$ cat src/rtl/tap_controller_if.sv
// TAP control bundle: tms into the controller, IR/DR cell controls out of it.
// Latency: n/a (wires only); backpressure: none, the TAP is free-running on tck.
// The master side is the controller and the slave side is the IR/DR cell array.
interface tap_controller_if;
   logic tms;
   logic reset_n;
   logic select;
   logic enable;
   logic capture_dr;
   logic shift_dr;
   logic update_dr;
   logic capture_ir;
   logic shift_ir;
   logic update_ir;

   modport master (
      input  tms,
      output reset_n,
      output select,
      output enable,
      output capture_dr,
      output shift_dr,
      output update_dr,
      output capture_ir,
      output shift_ir,
      output update_ir
   );

   modport slave (
      output tms,
      input  reset_n,
      input  select,
      input  enable,
      input  capture_dr,
      input  shift_dr,
      input  update_dr,
      input  capture_ir,
      input  shift_ir,
      input  update_ir
   );
endinterface

$ cat src/rtl/tap_controller.sv
// JTAG TAP state machine; state moves on rising tck, controls register on falling tck.
// Latency: controls lag state entry by half a tck; no backpressure (tms is obeyed every cycle).
// Optional debug port state_o exists only when TAP_STATE_OUT_EN is defined.
module tap_controller (
   input  logic             tck,
   input  logic             trst_n,
   tap_controller_if.master tap
`ifdef TAP_STATE_OUT_EN
   ,
   output logic [3:0]       state_o
`endif
);

   typedef enum logic [3:0] {
      TLR      = 4'hF,
      RTI      = 4'hC,
      SEL_DR   = 4'h7,
      CAP_DR   = 4'h6,
      SH_DR    = 4'h2,
      EX1_DR   = 4'h1,
      PAUSE_DR = 4'h3,
      EX2_DR   = 4'h0,
      UPD_DR   = 4'h5,
      SEL_IR   = 4'h4,
      CAP_IR   = 4'hE,
      SH_IR    = 4'hA,
      EX1_IR   = 4'h9,
      PAUSE_IR = 4'hB,
      EX2_IR   = 4'h8,
      UPD_IR   = 4'hD
   } state_t;

   state_t state_q;
   state_t state_d;

   logic reset_n_q;
   logic enable_q;
   logic capture_dr_q;
   logic shift_dr_q;
   logic capture_ir_q;
   logic shift_ir_q;
   logic select_c;

   always_ff @(posedge tck or negedge trst_n) begin
      if (!trst_n) begin
         state_q <= TLR;
      end else begin
         state_q <= state_d;
      end
   end

   // All 16 codes are real states, so every value has a defined successor.
   always_comb begin
      state_d = TLR;
      case (state_q)
         TLR:      state_d = tap.tms ? TLR      : RTI;
         RTI:      state_d = tap.tms ? SEL_DR   : RTI;
         SEL_DR:   state_d = tap.tms ? SEL_IR   : CAP_DR;
         CAP_DR:   state_d = tap.tms ? EX1_DR   : SH_DR;
         SH_DR:    state_d = tap.tms ? EX1_DR   : SH_DR;
         EX1_DR:   state_d = tap.tms ? UPD_DR   : PAUSE_DR;
         PAUSE_DR: state_d = tap.tms ? EX2_DR   : PAUSE_DR;
         EX2_DR:   state_d = tap.tms ? UPD_DR   : SH_DR;
         UPD_DR:   state_d = tap.tms ? SEL_DR   : RTI;
         SEL_IR:   state_d = tap.tms ? TLR      : CAP_IR;
         CAP_IR:   state_d = tap.tms ? EX1_IR   : SH_IR;
         SH_IR:    state_d = tap.tms ? EX1_IR   : SH_IR;
         EX1_IR:   state_d = tap.tms ? UPD_IR   : PAUSE_IR;
         PAUSE_IR: state_d = tap.tms ? EX2_IR   : PAUSE_IR;
         EX2_IR:   state_d = tap.tms ? UPD_IR   : SH_IR;
         UPD_IR:   state_d = tap.tms ? SEL_DR   : RTI;
         default:  state_d = TLR;
      endcase
   end

   // Falling-edge registers give the cells a full half period of setup after a state change.
   always_ff @(negedge tck or negedge trst_n) begin
      if (!trst_n) begin
         reset_n_q    <= 1'b0;
         enable_q     <= 1'b0;
         capture_dr_q <= 1'b0;
         shift_dr_q   <= 1'b0;
         capture_ir_q <= 1'b0;
         shift_ir_q   <= 1'b0;
      end else begin
         reset_n_q    <= (state_q != TLR);
         enable_q     <= (state_q == SH_DR) || (state_q == SH_IR);
         capture_dr_q <= (state_q == CAP_DR);
         shift_dr_q   <= (state_q == SH_DR);
         capture_ir_q <= (state_q == CAP_IR);
         shift_ir_q   <= (state_q == SH_IR);
      end
   end

   always_comb begin
      select_c = 1'b0;
      case (state_q)
         CAP_IR, SH_IR, EX1_IR, PAUSE_IR, EX2_IR, UPD_IR: select_c = 1'b1;
         default:                                         select_c = 1'b0;
      endcase
   end

   // state_q only changes while tck is high, so gating with ~tck hides any decode glitch.
   assign tap.update_dr  = (state_q == UPD_DR) & ~tck;
   assign tap.update_ir  = (state_q == UPD_IR) & ~tck;

   assign tap.reset_n    = reset_n_q;
   assign tap.enable     = enable_q;
   assign tap.capture_dr = capture_dr_q;
   assign tap.shift_dr   = shift_dr_q;
   assign tap.capture_ir = capture_ir_q;
   assign tap.shift_ir   = shift_ir_q;
   assign tap.select     = select_c;

`ifdef TAP_STATE_OUT_EN
   assign state_o = state_q;
`endif

endmodule

$ cat src/flat_wrapper.sv
// flat-port wrapper written by rule: the top's interface ports become plain ports
module tap_controller_flat 
  (tck, trst_n, tap_tms, tap_reset_n, tap_select, tap_enable, tap_capture_dr, tap_shift_dr, tap_update_dr, tap_capture_ir, tap_shift_ir, tap_update_ir);
  tap_controller_if tap_i ();
  input  logic tck;
  input  logic trst_n;
  input wire logic [$bits(tap_i.tms)-1:0] tap_tms;
  output wire logic [$bits(tap_i.reset_n)-1:0] tap_reset_n;
  output wire logic [$bits(tap_i.select)-1:0] tap_select;
  output wire logic [$bits(tap_i.enable)-1:0] tap_enable;
  output wire logic [$bits(tap_i.capture_dr)-1:0] tap_capture_dr;
  output wire logic [$bits(tap_i.shift_dr)-1:0] tap_shift_dr;
  output wire logic [$bits(tap_i.update_dr)-1:0] tap_update_dr;
  output wire logic [$bits(tap_i.capture_ir)-1:0] tap_capture_ir;
  output wire logic [$bits(tap_i.shift_ir)-1:0] tap_shift_ir;
  output wire logic [$bits(tap_i.update_ir)-1:0] tap_update_ir;
  assign tap_i.tms = tap_tms;
  assign tap_reset_n = tap_i.reset_n;
  assign tap_select = tap_i.select;
  assign tap_enable = tap_i.enable;
  assign tap_capture_dr = tap_i.capture_dr;
  assign tap_shift_dr = tap_i.shift_dr;
  assign tap_update_dr = tap_i.update_dr;
  assign tap_capture_ir = tap_i.capture_ir;
  assign tap_shift_ir = tap_i.shift_ir;
  assign tap_update_ir = tap_i.update_ir;
  tap_controller u_core (.tck(tck), .trst_n(trst_n), .tap(tap_i));
endmodule
$ cat config.mk
export PLATFORM = sky130hd
export DESIGN_NAME = tap_controller_flat
export DESIGN_NICKNAME = d
export VERILOG_FILES = /design/src/rtl/tap_controller_if.sv /design/src/rtl/tap_controller.sv /design/src/flat_wrapper.sv
export SDC_FILE = /design/constraint.sdc
export NUM_CORES = 1
export LEC_CHECK = 0
export BUFFER_PORTS_ARGS = -buffer_cell sky130_fd_sc_hd__buf_4
export CORE_AREA = 2 2 39 41
export DETAILED_ROUTE_END_ITERATION = 8
export DIE_AREA = 0 0 41 43
export PLACE_DENSITY_LB_ADDON = 0.15
export SLEW_MARGIN = 10
export SYNTH_ARGS = -nofsm -noshare
export SYNTH_HDL_FRONTEND = slang
export SYNTH_SLANG_ARGS = --single-unit
$ cat constraint.sdc
create_clock -name tck -period 1.42 [get_ports tck]
set_input_delay 0.071 -clock tck [delete_from_list [all_inputs] [get_ports tck]]
set_output_delay 0.071 -clock tck [all_outputs]
set_load 0.005 [all_outputs]
== Yosys cells after proc, flatten, opt, wreduce, memory -nomap -nowiden ==
Cells that the tools add are included.

* Eq/ne operators: 16
* Muxes and demuxes: 14
* Bitwise logic cells: 3
* Reduce and logical (&&, ||, !) cells: 6

{| class="wikitable"
|+ Operator list
! cell !! number
|-
| $pmux W4 S12 || 1
|-
| $eq A4 B4 Y1 const B || 8
|-
| $eq A4 B3 Y1 const B || 4
|-
| $mux W2 || 6
|-
| $mux W3 || 4
|-
| $eq A4 B2 Y1 const B || 2
|-
| $reduce_or A6 Y1 || 1
|-
| $eq A4 B1 Y1 const B || 1
|-
| $logic_not A4 Y1 || 1
|-
| $mux W4 || 1
|-
| $ne A4 B4 Y1 const B || 1
|-
| $reduce_or A2 Y1 || 2
|-
| $reduce_or A3 Y1 || 1
|-
| $and A1 B1 Y1 || 2
|-
| $mux W1 || 2
|-
| $logic_or A1 B1 Y1 || 1
|-
| $not A1 Y1 || 1
|}

* Flip-flop bits (word level): 10
* Input bits: 3
* Output and inout port bits: 9

== Depth between registers and ports, before layout ==
Gate-level depths: netlist of run 1.

* Word-level depth: 3
* Mapped depth: 4
* Gate-level depth less buffers: 3

==> flow_metrics.py, run 1 <==
metrics = {
    "yosys": {
        "synth_top_flop_cell": "dfrtn_1",
        "ys_top_cells_by_count": "6 x dfrtn_1, 6 x nor2_1, 4 x dfstp_2, 3 x buf_6, 3 x nand2_1",
        "synth_seq_cells": 10,
        "yosysSeqAreaShare_pct": 56.4,
        "syn_area_per_cell_sq_um": 11.0,
        "synthTopCellsByArea": "dfrtn_1 33%, dfstp_2 23%, buf_6 7.5%",
        "ys_warn_count": 0,
        "synth_edf_count": 0,
        "syn_area_sq_um": 453,
        "yosysTopAreaCell": "dfrtn_1",
        "syn_inst": 41,
        "yosysTopAreaCellShare_pct": 33.1,
        "synth_cell_type_count": 21,
        "synthArstFlopShare_pct": 100,
        "mappedNetlistNets": 44,
    },
    "timing": {
        "setup_viol": 19,
        "hold_viol_final": 0,
        "rsz0062_at_grt": "true",
        "final.period_utilization_pct": 132,
        "final.setup.worst_slack_ns": -0.455,
        "fin_skew_ns": 0.0220,
        "slew_violations": 0,
        "worst_pin_slew_ns": 0.187,
        "fin_crit_ns": 1.88,
        "max_freq_ghz": 0.533,
        "relSlewSlack_pct": 87.5,
    },
    "global_route": {
        "track_usage_pct": 17.0,
        "grt_pass1_wl_microns": 1790,
        "grt_overflow": 0,
        "grt_pass1_vias": 487,
        "antenna_found_initial": 0,
        "grt_max_degree": 11,
    },
    "routing": {
        "dr.pass1.iters": 2,
        "num_vias": 425,
        "wl_per_cell_microns": 13.1,
        "detail_route.iter0.violations": 1,
        "ant_nets": 0,
        "drc_errors": 0,
        "viasPerCell": 4.72,
        "routed_wl_microns": 1180,
    },
    "cts": {
        "insertion_delay_ns": 0.39,
        "clkTransAtPathRegs_ns": 0.07,
        "cts_tree": "yes",
    },
    "floorplanning": {
        "die_h_microns": 43,
        "placeableCoreArea_sq_um": 1380,
        "row_count": 14,
        "dieArea_sq_um": 1760,
        "initial_core_util_pct": 32.7,
        "die_w_microns": 41,
        "ioPinCount": 12,
    },
    "min_path": {
        "min_path_type": "in -> async",
    },
    "status": {
        "status": "finished with violations",
        "violations": "setup timing",
    },
    "pwr": {
        "switching_power_uw": 629,
        "switching_share_pct": 33.3,
        "leakage_uw": 0.000387,
        "p_int_uw": 1260,
        "p_per_area_nw_per_um2": 2290,
        "peakVddDrop_mv": 0.909,
        "p_clk_share_pct": 24.4,
        "seq_power_share_pct": 27.1,
        "p_comb_share_pct": 48.5,
    },
    "final_layout": {
        "area_growth_pct": 82.0,
        "nFillCells": 121,
        "nNetsFinal": 78,
        "drive_gt1_share_pct": 66.2,
        "final_cells": 90,
        "num_antenna_cells": 0,
    },
    "worst_setup_path": {
        "crit_path_end_kind": "primary output",
        "critical_path_class": "reg -> out",
        "cp_max_fo": 2,
        "critPathLaunchType": "register",
        "required_ns": 1.35,
        "crit_arrival_ns": 1.80,
    },
    "placement": {
        "gp_congestion": 0.715,
        "place_hpwl_microns": 661,
        "io_buffers": 11,
        "dpl.cell_count": 73,
        "dpl_worst_slack_ns": -0.266,
    },
    "job": {
        "max_cap_viol_count": 0,
    },
}
[layer usage]
metal,GRT usage (%),vias up,routed length [microns]
met5,0,-,0
met4,16.7,0,17
met3,15.2,4,108
met2,24.4,21,641
met1,12.0,198,410
li1,-,202,-
[per-stage QoR]
stage | total power [uW] | util (%) | hold WS [ns] | setup TNS, ns | instance area, sq um
2_1_floorplan | 872 | - | -0.0768 | -1.44 | 458
3_3_place_gp | 1130 | 42.4 | 0.0913 | -0.973 | 587
3_5_place_dp | 1140 | 42.4 | 0.104 | -1.04 | 587
4_1_cts | 1710 | 54.0 | 0.249 | -3.96 | 747
5_1_grt | 2030 | 59.6 | 0.255 | -4.65 | 825
6_report | 1890 | 59.6 | 0.248 | -3.95 | 825
[critical path: stages (launching register included)]
cell,delay [ns]
dfstp_2,0.54
buf_6,0.10
buf_6,0.09
or3b_4,0.40
buf_8,0.14
nor2_4,0.07
buf_6,0.09
[sequential cells by signal (all words and copies together), names as in the netlist]
| signal | cells |
|---|---|
| u_core.tap.capture_ir | 1 |
| u_core.tap.shift_dr | 1 |
| u_core.tap.enable | 1 |
| u_core.state_q | 4 |
| u_core.tap.shift_ir | 1 |
| u_core.tap.capture_dr | 1 |
| u_core.tap.reset_n | 1 |
[timing repair]
action / CTS / global route
endpoints found under the setup margin: 19 / 19
gates resized for setup: 14 / 11
pin swaps: 3 / 3
buffers inserted: 2 / 5
hold buffers: 2 / 0
endpoints found under the hold margin: 7 / 0
[layout make-up]
class                      instances  area [sq um]  area share [%]
sequential                        10           255            31.0
timing repair buffer              26           239            29.0
multi-input combinational         28           216            26.3
clock buffer                      10          93.8            11.4
tap                               16          20.0            2.43
[kinds of logic after synthesis]
group           after synthesis  share of synthesized area (%)
buf+inv                       3                           7.46
flops                        10                           56.4
simple gates                 20                           23.5
xor+xnor                      1                           1.93
compound gates                7                           10.8
[cell usage in the layout, fill, tap and decap left out]
cell | netlist | layout
buf_4 | 0 | 16
buf_6 | 3 | 9
dfrtn_1 | 6 | 6
clkbuf_4 | 0 | 5
nor2_2 | 1 | 4
dfstp_2 | 4 | 4
nand2b_4 | 0 | 2
nand2_1 | 3 | 2
o21ai_0 | 2 | 2
a21boi_1 | 2 | 2
nand4_1 | 2 | 2
nor2_4 | 0 | 2
buf_8 | 0 | 2
dlygate4sd3_1 | 0 | 2
nand2_2 | 0 | 1
and2_1 | 1 | 1
nor3_2 | 0 | 1
nor2b_1 | 1 | 1
nand3b_1 | 1 | 1
o21a_1 | 1 | 1
nor2_1 | 6 | 1
o211ai_1 | 1 | 1
nand3_1 | 1 | 1
a22o_1 | 1 | 1
or3b_4 | 0 | 1
xnor2_2 | 0 | 1
clkbuf_1 | 0 | 1
buf_12 | 0 | 1
[power by group through the flow]
stage	combinational, uW	clock (uW)	sequential (uW)
5_1_grt	986	515	526
4_1_cts	759	446	506
3_5_place_dp	602	36.3	500
6_report	917	461	513
3_3_place_gp	589	36.3	502
2_1_floorplan	362	20.7	489
[path summary, 6_finish.rpt]
kind	startpoint	end	slack [ns]	depth (start not counted)
setup / recovery	u_core.state_q[0]	tap_update_dr	-0.46	6
hold / removal	trst_n	u_core.state_q[1]	0.25	2
setup reg to reg	u_core.state_q[0]	u_core.tap.shift_ir	-0.27	3
hold reg to reg	u_core.state_q[1]	u_core.state_q[2]	0.71	2
max in group asynchronous	trst_n	u_core.tap.capture_ir	0.61	2
min in group tck	tap_tms	u_core.state_q[1]	0.45	3
Power figures use the tool's default switching activity.
==> run 2: changes to the inputs <==
Settings changed: SKIP_LAST_GASP set to 1.
==> run 2 against run 1 <==
The flow still finishes with violations (setup timing). Worst setup slack got worse by 0.024 ns. Sequential power about the same. Via count unchanged. Clock power decreased by 4%. Die area unchanged. Total power decreased by 1.3%. Critical endpoint unchanged. Maximum frequency decreased by 1.3%.
==> flow_metrics.py, run 2 (same netlist as run 1, synthesis figures left out) <==
metrics = {
    "worst_setup_path": {
        "reg2reg_from": "u_core.state_q[0]",
        "reg2reg_slack_ns": -0.27,
        "reg2reg_depth": 3,
        "critical_path_class": "reg -> out",
        "cp_max_fo": 2,
        "crit_path_end_kind": "primary output",
        "rr_endpoint": "u_core.tap.shift_ir",
        "crit_arrival_ns": 1.83,
        "critPathLaunchType": "register",
        "required_ns": 1.35,
    },
    "cts": {
        "insertion_delay_ns": 0.40,
        "clkTransAtPathRegs_ns": 0.07,
        "cts_tree": "yes",
    },
    "floorplanning": {
        "die_w_microns": 41,
        "initial_core_util_pct": 32.7,
        "placeableCoreArea_sq_um": 1380,
        "dieArea_sq_um": 1760,
        "ioPinCount": 12,
        "die_h_microns": 43,
        "row_count": 14,
    },
    "routing": {
        "ant_nets": 0,
        "top_layer_used": "met4",
        "num_vias": 425,
        "met1Wirelength_microns": 419,
        "detail_route.iter0.violations": 1,
        "dr.pass1.iters": 2,
        "wl_per_cell_microns": 13.0,
        "viasPerCell": 4.67,
        "wl_met2_microns": 658,
        "drc_errors": 0,
        "routed_wl_microns": 1190,
        "met3WireLength_microns": 88,
    },
    "pwr": {
        "leakage_uw": 0.000389,
        "switching_power_uw": 610,
        "p_per_area_nw_per_um2": 2290,
        "seq_power_share_pct": 27.4,
        "switching_share_pct": 32.7,
        "p_clk_share_pct": 23.8,
        "p_comb_share_pct": 48.9,
        "p_int_uw": 1260,
        "peakVddDrop_mv": 1.05,
    },
    "final_layout": {
        "area_growth_pct": 79.6,
        "final_cells": 91,
        "nNetsFinal": 79,
        "layout_common_cells": "19 x buf_4, 7 x buf_6, 6 x dfrtn_1",
        "largest_register": "u_core.state_q",
        "drive_gt1_share_pct": 64.0,
        "largest_reg_flops": 4,
        "nFillCells": 124,
        "final_util_pct": 58.8,
        "fin_area_sq_um": 813,
        "num_antenna_cells": 0,
        "final_common_cell": "buf_4",
    },
    "placement": {
        "dpl_worst_slack_ns": -0.266,
        "io_buffers": 11,
        "place_hpwl_microns": 661,
        "dpl.cell_count": 73,
        "place_area_sq_um": 587,
        "gp_congestion": 0.715,
    },
    "timing": {
        "timing.setup.tns_ns": -3.97,
        "worst_pin_slew_ns": 0.188,
        "slew_violations": 0,
        "rsz0062_at_grt": "true",
        "hold_viol_final": 0,
        "final.period_utilization_pct": 134,
        "fin_skew_ns": 0.0217,
        "final.setup.worst_slack_ns": -0.479,
        "relSlewSlack_pct": 87.5,
        "fin_crit_ns": 1.90,
        "setup_viol": 21,
        "max_freq_ghz": 0.527,
    },
    "status": {
        "status": "finished with violations",
        "violations": "setup timing",
    },
    "global_route": {
        "grt_max_degree": 11,
        "grt_pass1_vias": 474,
        "grt_pass1_wl_microns": 1750,
        "grt_overflow": 0,
        "antenna_found_initial": 0,
        "track_usage_pct": 16.5,
    },
    "min_path": {
        "min_path_type": "in -> async",
    },
    "job": {
        "max_cap_viol_count": 0,
    },
}
[run 2: how the worst max path moves through the flow]
stage | startpoint | endpoint | slack, ns | cells past startpoint
2_1_floorplan | u_core.state_q[0] | u_core.tap.shift_ir | -0.35 | 4
3_3_place_gp | u_core.state_q[0] | u_core.tap.shift_ir | -0.24 | 3
3_5_place_dp | u_core.state_q[0] | u_core.tap.shift_ir | -0.27 | 3
4_1_cts | u_core.state_q[0] | tap_update_ir | -0.49 | 6
5_1_grt | u_core.state_q[0] | tap_update_dr | -0.56 | 6
6_report | u_core.state_q[0] | tap_update_dr | -0.48 | 6
[run 2: final cells by class]
| class | count | area [sq um] | share of cell area (%) |
|---|---|---|---|
| Multi-Input combinational cell | 28 | 206 | 25.4 |
| Clock buffer | 10 | 88.8 | 10.9 |
| Timing Repair Buffer | 27 | 243 | 29.8 |
| Tap cell | 16 | 20.0 | 2.46 |
| Sequential cell | 10 | 255 | 31.4 |
[run 2: stage by stage]
stage | total power [uW] | hold slack [ns]
floorplan | 872 | -0.0768
global placement | 1130 | 0.0913
detailed placement | 1140 | 0.104
CTS | 1690 | 0.249
global route | 2000 | 0.258
finish | 1870 | 0.247
[run 2: routing by layer]
layer  vias up  track usage, %
met4         0            16.7
met3         4            13.1
met5         -               0
li1        204               -
met2        19            24.4
met1       198            11.6
[run 2: power groups by stage]
| stage | Clock (uW) | Combinational [uW] | Sequential (uW) |
|---|---|---|---|
| finish | 443 | 912 | 511 |
| global route | 493 | 981 | 524 |
| CTS | 436 | 748 | 504 |
| detailed placement | 36.3 | 602 | 500 |
| global placement | 36.3 | 589 | 502 |
| floorplan | 20.7 | 362 | 489 |
[run 2: what timing repair did]
item,in CTS,in global routing
setup buffers,2,6
resized for setup,11,8
hold buffers,2,0
endpoints found under the setup margin,19,19
pin swaps,3,2
hold endpoints to repair,7,0
[run 2: critical path, cell delays in order, from the launching register on]
cell      delay (ns)
dfstp_2         0.54
buf_6           0.10
buf_6           0.09
or3b_4          0.39
clkbuf_8        0.15
nor2_2          0.07
buf_4           0.11
==> run 3: changes to the inputs <==
Settings changed: CTS_BUF_LIST set to sky130_fd_sc_hd__clkbuf_8 sky130_fd_sc_hd__clkbuf_16.
Clock period 1.42 ns to 2.5 ns, I/O delays scaled along.
==> run 3 against run 2 <==
Final cell count shrank 15%. Total power shrank 47%. The run now ends clean. Clock-buffer cell count increased by 2. Highest routed layer unchanged. Via count is 13% lower. Largest cell class unchanged. Global-route usage is 3.5 points lower. Sequential share of layout area is 5.0 points higher. Sequential cell count unchanged.
==> flow_metrics.py, run 3 (same netlist as run 1, synthesis figures left out) <==
metrics = {
    "status": {
        "status": "completed",
    },
    "final_layout": {
        "num_antenna_cells": 0,
        "nNetsFinal": 65,
        "largest_register": "u_core.state_q",
        "nFillCells": 128,
        "area_growth_pct": 55.0,
        "layout_common_cells": "10 x clkbuf_8, 10 x buf_4, 6 x dfrtn_1",
        "drive_gt1_share_pct": 50.8,
        "final_util_pct": 50.7,
        "largest_reg_flops": 4,
    },
    "global_route": {
        "grt_pass1_vias": 387,
        "track_usage_pct": 13.1,
        "grt_max_degree": 12,
        "grt_overflow": 0,
        "antenna_found_initial": 0,
        "grt_pass1_wl_microns": 1400,
    },
    "routing": {
        "viasPerCell": 4.79,
        "detail_route.iter0.violations": 6,
        "drc_errors": 0,
        "num_vias": 369,
        "routed_wl_microns": 931,
        "dr.pass1.iters": 2,
        "wl_per_cell_microns": 12.1,
        "ant_nets": 0,
    },
    "timing": {
        "timing.setup.tns_ns": 0,
        "slew_violations": 0,
        "hold_viol_final": 0,
        "hold_slack_ns": 0.00193,
        "relSlewSlack_pct": 86.7,
        "worst_pin_slew_ns": 0.200,
        "rsz0062_at_grt": "false",
        "fin_skew_ns": 0.0334,
        "setup_viol": 0,
    },
    "job": {
        "max_cap_viol_count": 0,
    },
    "min_path": {
        "hp-start": "tap_tms",
        "min_path_type": "in -> reg",
        "hold_depth": 2,
        "hold_end": "u_core.state_q[1]",
    },
    "pwr": {
        "leakage_uw": 0.000316,
        "p_per_area_nw_per_um2": 1420,
        "peakVddDrop_mv": 0.752,
        "p_total_uw": 998,
    },
    "floorplanning": {
        "row_count": 14,
        "die_h_microns": 43,
        "dieArea_sq_um": 1760,
        "ioPinCount": 12,
        "placeableCoreArea_sq_um": 1380,
        "die_w_microns": 41,
        "initial_core_util_pct": 32.7,
    },
    "worst_setup_path": {
        "reg2reg_from": "u_core.state_q[3]",
        "required_ns": 2.38,
        "reg2reg_slack_ns": 0.27,
        "crit_arrival_ns": 2.33,
        "rr_endpoint": "u_core.tap.capture_dr",
        "critical_path_class": "clk -> out",
        "critPathLaunchType": "clock port",
        "reg2reg_depth": 2,
        "cp_max_fo": 2,
        "crit_path_end_kind": "primary output",
    },
    "cts": {
        "insertion_delay_ns": 0.37,
        "cts_setup_buffers": 0,
        "cts_tree": "yes",
        "clkTransAtPathRegs_ns": 0.05,
    },
    "placement": {
        "io_buffers": 11,
        "place_hpwl_microns": 569,
        "gp_congestion": 0.719,
    },
}
run 3: cell count changes in the layout (fill, tap and decap cells not counted), moves of 3 or more:
cell,before,now
nor2_2,4,1
clkbuf_8,1,10
buf_4,19,10
clkbuf_4,5,0
buf_6,7,2
run 3: worst max-delay path by stage:
stage | start | end | cells past startpoint
6_report | tck | tap_update_dr | 7
5_1_grt | tck | tap_update_dr | 7
4_1_cts | tck | tap_update_dr | 7
3_5_place_dp | u_core.state_q[0] | u_core.tap.shift_ir | 3
3_3_place_gp | u_core.state_q[0] | u_core.tap.shift_ir | 3
2_1_floorplan | u_core.state_q[0] | u_core.tap.shift_ir | 4
run 3: cell type report:
cell class,count,area (sq um),share of cell area (%)
Sequential cell,10,255,36.4
Multi-Input combinational cell,28,181,25.8
Clock buffer,12,160,22.8
Timing Repair Buffer,11,85.1,12.1
Tap cell,16,20.0,2.85
run 3: timing repair:
action                                 in CTS  in global routing
resized for setup                           7                  0
endpoints found under the hold margin       4                  0
setup endpoints to repair                   2                  0
hold buffers                                1                  0
run 3: stage by stage:
| stage | instance area, sq um | std cells | setup slack [ns] |
|---|---|---|---|
| after floorplan | 453 | 41 | 0.164 |
| after global placement | 529 | 66 | 0.266 |
| after detailed placement | 529 | 66 | 0.250 |
| after CTS | 702 | 77 | 0.0275 |
| after global routing | 702 | 77 | 0.0252 |
| final | 702 | 77 | 0.0454 |
run 3: critical path, cell delays in order:
cell	delay [ns]
clkbuf_8	0.11
clkbuf_8	0.12
clkbuf_8	0.11
or3b_4	0.40
clkbuf_8	0.15
nor2_4	0.09
buf_6	0.09
run 3: report_power, final:
group          leakage, uW  internal (uW)  switching (uW)  total, uW
sequential        0.000120            242            74.2        316
combinational     0.000105            124             108        233
clock            0.0000912            333             116        449
total             0.000316            700             298        998
run 3: layer usage:
metal / track usage (%) / vias to the layer above / wire length, microns
met1: 10.9 / 169 / 360
met5: 0 / - / 0
met2: 18.8 / 19 / 439
li1: - / 178 / -
met4: 11.3 / 0 / 26
met3: 9.95 / 3 / 104
